===== config.mk =====
export PLATFORM = sky130hd
export DESIGN_NAME = display_frame_regs
export DESIGN_NICKNAME = d
export VERILOG_FILES = /design/src/rtl/display_frame_regs.sv
export SDC_FILE = /design/constraint.sdc
export NUM_CORES = 1
export LEC_CHECK = 0
export ABC_AREA = 0
export BUFFER_PORTS_ARGS = -buffer_cell sky130_fd_sc_hd__buf_2
export CORE_ASPECT_RATIO = 0.5
export CORE_MARGIN = 1
export CORE_UTILIZATION = 40
export DETAILED_ROUTE_END_ITERATION = 8
export GPL_TIMING_DRIVEN = 0
export PLACE_DENSITY_LB_ADDON = 0.2
export SLEW_MARGIN = 10
export SYNTH_ARGS = -nofsm -noshare
export SYNTH_HDL_FRONTEND = slang
export SYNTH_SLANG_ARGS = --single-unit

===== constraint.sdc =====
create_clock -name vga_clk -period 2 [get_ports vga_clk]
set_input_delay 0.2 -clock vga_clk [delete_from_list [all_inputs] [get_ports vga_clk]]
set_output_delay 0.2 -clock vga_clk [all_outputs]
set_load 0.05 [all_outputs]

===== src/rtl/display_frame_regs.sv =====
// Frame-synchronous register bank between the game processor and the VGA renderer.
// Shadow writes are copied to the renderer outputs only at a frame boundary; also times the title screen.
module display_frame_regs #(
   parameter int H_ACTIVE     = 640,
   parameter int V_ACTIVE     = 480,
   parameter int BALL_SIZE    = 10,
   parameter int PADDLE_H     = 40,
   parameter int TITLE_FRAMES = 180
) (
   input  logic        vga_clk,
   input  logic        reset,
   input  logic        vs_in,
   input  logic        wr_valid,
   output logic        wr_ready,
   input  logic [2:0]  wr_addr,
   input  logic [9:0]  wr_data,
   output logic [9:0]  ball_x,
   output logic [9:0]  ball_y,
   output logic [8:0]  paddle_left_y,
   output logic [8:0]  paddle_right_y,
   output logic [7:0]  score,
   output logic        title_active,
   output logic        commit_pending,
   output logic [15:0] frame_count,
   output logic        addr_err
);

   localparam logic [9:0] BX_MAX    = 10'(H_ACTIVE - BALL_SIZE);
   localparam logic [9:0] BY_MAX    = 10'(V_ACTIVE - BALL_SIZE);
   localparam logic [8:0] PAD_MAX   = 9'(V_ACTIVE - PADDLE_H);
   localparam logic [7:0] SCORE_MAX = 8'd99;
   localparam int         TW        = $clog2(TITLE_FRAMES + 1);
   localparam logic [TW-1:0] TITLE_LIM = TW'(TITLE_FRAMES);

   localparam logic [2:0] A_BALL_X   = 3'd0;
   localparam logic [2:0] A_BALL_Y   = 3'd1;
   localparam logic [2:0] A_PAD_L    = 3'd2;
   localparam logic [2:0] A_PAD_R    = 3'd3;
   localparam logic [2:0] A_SCORE    = 3'd4;
   localparam logic [2:0] A_CTRL     = 3'd5;
   localparam logic [2:0] A_RESERVED = 3'd6;
   localparam logic [2:0] A_COMMIT   = 3'd7;

   typedef enum logic [1:0] {S_IDLE, S_PENDING, S_COMMIT} state_t;

   function automatic logic [9:0] sat_u10(input logic [9:0] v, input logic [9:0] lim);
      return (v > lim) ? lim : v;
   endfunction

   function automatic logic [8:0] sat_u9(input logic [8:0] v, input logic [8:0] lim);
      return (v > lim) ? lim : v;
   endfunction

   function automatic logic [7:0] sat_u8(input logic [7:0] v, input logic [7:0] lim);
      return (v > lim) ? lim : v;
   endfunction

   state_t        state, state_nxt;
   logic          vs_p0, vs_p1;
   logic          frame_tick;
   logic          wr_acc;
   logic          title_restart;
   logic [TW-1:0] title_cnt, title_cnt_nxt;
   logic [9:0]    sh_ball_x, sh_ball_y;
   logic [8:0]    sh_pad_l, sh_pad_r;
   logic [7:0]    sh_score;

   // Stage p0/p1: vs_in registered, then delayed once more for falling-edge detect.
   // Both reset high so the first cycle out of reset never produces a tick.
   always_ff @(posedge vga_clk) begin
      if (reset) begin
         vs_p0 <= 1'b1;
         vs_p1 <= 1'b1;
      end else begin
         vs_p0 <= vs_in;
         vs_p1 <= vs_p0;
      end
   end

   assign frame_tick    = vs_p1 & ~vs_p0;
   // Only the COMMIT cycle stalls writes; this avoids a loop through wr_ready.
   assign wr_acc        = wr_valid && (state != S_COMMIT);
   assign title_restart = wr_acc && (wr_addr == A_CTRL) && wr_data[0];

   always_ff @(posedge vga_clk) begin
      if (reset) state <= S_IDLE;
      else       state <= state_nxt;
   end

   always_comb begin
      state_nxt      = state;
      wr_ready       = 1'b1;
      commit_pending = 1'b0;
      case (state)
         S_IDLE: begin
            if (wr_acc && (wr_addr == A_COMMIT)) state_nxt = S_PENDING;
         end
         S_PENDING: begin
            commit_pending = 1'b1;
            if (frame_tick) state_nxt = S_COMMIT;
         end
         S_COMMIT: begin
            commit_pending = 1'b1;
            wr_ready       = 1'b0;
            state_nxt      = S_IDLE;
         end
         default: state_nxt = S_IDLE;
      endcase
   end

   always_ff @(posedge vga_clk) begin
      if (reset) begin
         sh_ball_x <= '0;
         sh_ball_y <= '0;
         sh_pad_l  <= '0;
         sh_pad_r  <= '0;
         sh_score  <= '0;
         addr_err  <= 1'b0;
      end else if (wr_acc) begin
         case (wr_addr)
            A_BALL_X:   sh_ball_x <= sat_u10(wr_data, BX_MAX);
            A_BALL_Y:   sh_ball_y <= sat_u10(wr_data, BY_MAX);
            A_PAD_L:    sh_pad_l  <= sat_u9(wr_data[8:0], PAD_MAX);
            A_PAD_R:    sh_pad_r  <= sat_u9(wr_data[8:0], PAD_MAX);
            A_SCORE:    sh_score  <= sat_u8(wr_data[7:0], SCORE_MAX);
            A_RESERVED: addr_err  <= 1'b1;
            default: ;
         endcase
      end
   end

   // Renderer-facing copy happens only in COMMIT, so a frame never sees a partial update.
   always_ff @(posedge vga_clk) begin
      if (reset) begin
         ball_x         <= '0;
         ball_y         <= '0;
         paddle_left_y  <= '0;
         paddle_right_y <= '0;
         score          <= '0;
      end else if (state == S_COMMIT) begin
         ball_x         <= sh_ball_x;
         ball_y         <= sh_ball_y;
         paddle_left_y  <= sh_pad_l;
         paddle_right_y <= sh_pad_r;
         score          <= sh_score;
      end
   end

   always_comb begin
      title_cnt_nxt = title_cnt;
      if (title_restart)
         title_cnt_nxt = '0;
      else if (frame_tick && (title_cnt < TITLE_LIM))
         title_cnt_nxt = title_cnt + 1'b1;
   end

   always_ff @(posedge vga_clk) begin
      if (reset) begin
         title_cnt    <= '0;
         title_active <= 1'b1;
         frame_count  <= '0;
      end else begin
         title_cnt    <= title_cnt_nxt;
         title_active <= (title_cnt_nxt < TITLE_LIM);
         if (frame_tick) frame_count <= frame_count + 16'd1;
      end
   end

endmodule


==> results.md <==
* Status: finished clean
* Synthesized area per cell at 9.51 sq um
* Post-Synthesis Cells at 523
* Core Area at 11,900 sq um
* Synth-to-layout area growth at 24.3%
* Final RePlAce weighted congestion at 0.780
* Fin cells at roughly 800
* Grt total ovfl at 0
* Layout cells sized above 1 at 23.5%
* Fin crit share at between 90% and 100%
* # placed instances at roughly 760
* Worst-Skew Late Latency at approximately 420 ps
* WP buf/inv at 5
* Initial antenna violation count at 0
* Clock Path Buffers at 2
* Setup violators final at 0
* Leak Pwr at 2.47 nW
* Critical-path cell list: inv_2 > ha_2 > buf_6 > buf_8 > inv_1 > buf_4
* Top delay family on crit path: buffers and inverters
* Post-route antenna net violation count at 0
* Worst Path Arrival at 1690 ps
* TritonCTS clock tree: yes
* Slowest-stage cell, CP: dfxtp_4
* Critical Path RT at around 1800 ps
* Residual DRC at 0
* DR pass1 iterations at 4
* Die area at between 10,000 and 15,000 sq um
* Pre-CTS worst setup slack at -45.4 ps
* Post-Syn Nets at 547
* Pins Over Slew Limit at 0
* HPWL after detailed placement at approximately 8100 microns
* Core Util, Final at between 50% and 60%
* Post-synth EDFFs at 0
* Dominant register cell in the synthesized netlist: dfxtp_1
* Global Route Usage Sum at a little under a fifth
* WHS Path Cells at 3
* Synth warnings at 0
* Sequential element share of the synthesized area at approximately 49%
* Core Rows at 28
* Met2 Resource Use GR at 29.3%
* Clock Skew at 8.71 ps
* First-pass GRT wire length at between 15,000 and 20,000 microns
* Routed WL at around 12,000 microns
* Drt via density at about 5
* Hold WC Path Type: in2reg
* # diodes at 0
* Die width at around 160 microns
* Die H at between 80 and 90 microns
* Via count at a little under 4,000
* Final #Nets at 645
* Largest net degree at the start of global routing at 17
* Ports at 83
* Hold Path End: sh_ball_x[9]
* Initial DRC count at about 240
* Clock Pin Slew Worst Setup and Hold Paths at 60 ps
* Crit path time final at 1890 ps
* Fmax at between 500 and 600 MHz
* CTS buffer count at 17
* Global routing usage on met3 at 5.92%
* Critical R2R Launch: state[0]
* CTS Sinks at approximately 120
* Asr flop ratio synth at 0%
* Worst-Margin Slew at 638 ps
* Synth Cell Area at slightly below 5000 sq um
* Max incr delay on CP at ~360 ps
* Total power at 5.93 mW
* RSZ-0062 raised after global routing: false
* Grt met1 use at between 20% and 30%
* Crit path max fanout at 10
* RR Endpoint: sh_score[0]
* Htree depth at 4
* Top Usage Layer GRT: met2
* R2R setup slack at about 150 ps
* CP endpoint kind: output port
* Wire per inst at approximately 15 microns
* Smallest setup slack after layout at ~110 ps
* WS Path Type: reg2out
* Max-cap violations at 0
* Worst r2r path cells at 7
* Pwr/cell area at about 960 nW/um^2
* Vias in the first global route at 3,554
* Hold Vio Cnt, Final at 0
* Slew margin rel. at a little under three fifths
* Root Buffer: clkbuf_16
* Buffers added on ports at 76
* Hold_sp: wr_data[9]
* Starting Density at 41.6%
* Synth Register Bits at about 120
* Crit start category: flip-flop
* Worst IR Drop VDD at 0.509 mV
* Synth cell types at 54
report_power, final:
group | internal [mW] | total [mW] | switching [mW]
Sequential | 2.48 | 2.52 | 0.0343
Combinational | 0.187 | 0.521 | 0.334
Clock | 1.74 | 2.89 | 1.15
cell usage after synthesis, types with 4 or more instances:
cell type	instances	area [sq um]
a211oi_1	8	60.1
a21oi_1	14	70.1
a22oi_1	4	30.0
a31oi_1	4	25.0
and3_1	5	31.3
buf_2	12	60.1
clkbuf_1	14	52.6
dfxtp_1	122	2440
ha_1	7	87.6
inv_1	9	33.8
mux2i_1	60	601
nand2_1	18	67.6
nand2b_1	5	31.3
nand3_1	10	50.1
nand4_1	4	25.0
nor2_1	122	458
nor2b_1	6	37.5
nor3_1	21	105
o21ai_0	8	40.0
or3_1	5	31.3
xnor2_1	7	61.3
xor2_1	10	87.6
logic make-up after synthesis:
group | after synthesis | synth area share (%)
and+or+nand+nor | 222 | 22.6
DFF | 122 | 49.1
xor gates and xnor gates | 17 | 2.99
adders and majority gates | 7 | 1.76
muxes | 60 | 12.1
AOI/OAI and AO/OA | 53 | 7.37
buffers and inverters | 42 | 4.05
per-stage QoR:
step | instance area, sq um | setup TNS (ps) | hold WS [ps]
after detailed placement | 5560 | -67.8 | 418
after CTS | 6160 | 0 | 112
after global routing | 6180 | 0 | 142
after floorplan | 4970 | 0 | 304
after global placement | 5560 | -64.3 | 416
final | 6180 | 0 | 122
placed cells by master, fill, tap and decap left out, types with 5 or more instances in the layout:
| master | synthesis | final |
|---|---|---|
| a211oi_1 | 8 | 8 |
| a21oi_1 | 14 | 14 |
| and3_1 | 5 | 5 |
| buf_2 | 12 | 84 |
| buf_4 | 3 | 6 |
| clkbuf_1 | 14 | 14 |
| clkbuf_16 | 0 | 17 |
| dfxtp_1 | 122 | 121 |
| ha_1 | 7 | 6 |
| inv_1 | 9 | 8 |
| mux2i_1 | 60 | 60 |
| nand2_1 | 18 | 17 |
| nand2b_1 | 5 | 5 |
| nand3_1 | 10 | 10 |
| nor2_1 | 122 | 122 |
| nor2b_1 | 6 | 6 |
| nor3_1 | 21 | 21 |
| o21ai_0 | 8 | 8 |
| or3_1 | 5 | 5 |
| xnor2_1 | 7 | 7 |
| xor2_1 | 10 | 10 |
worst min-delay path, cell delays in order:
cell and delay [ps]:
buf_2 140, mux2i_1 80, nor2_1 70
registers in the layout (all words and copies together) (netlist names), 8 cells and up:
name            cells
frame_count        16
ball_x             10
ball_y             10
sh_ball_x          10
sh_ball_y          10
paddle_left_y       9
paddle_right_y      9
sh_pad_l            9
sh_pad_r            9
score               8
sh_score            8
title_cnt           8
how the worst max path moves through the flow:
stage               startpoint      endpoint  slack [ps]  cells past startpoint
finish                state[0]      wr_ready         110                      6
global route          state[0]      wr_ready          20                      6
CTS                   state[0]      wr_ready          10                      7
detailed placement    state[0]   sh_score[0]         -50                      8
global placement      state[0]   sh_score[0]         -50                      8
floorplan             state[0]  sh_ball_x[9]         220                      8
final cells by class:
cell class	count	area (sq um)
plain buffers	32	179
clock buffers	18	439
clock inverters	14	124
fillers	1128	5760
inverters	9	33.8
multi-input cells	359	2330
flip-flops and latches	122	2450
well taps	165	206
repair buffers	80	419
timing repair:
item	CTS	global route
resized for setup	8	4
setup endpoints to repair	8	32
pin swaps	0	2
setup buffers	1	2
hold buffers	1	0
endpoints found under the hold margin	1	0
routing by layer:
metal  up-vias  part of all wire, %
li1       1992                    -
met1      1853                   51
met2        62                   44
met3        10                  4.2
met4         0                 0.90
met5         -                    0
No activity file was read; power rests on OpenSTA's default activity.
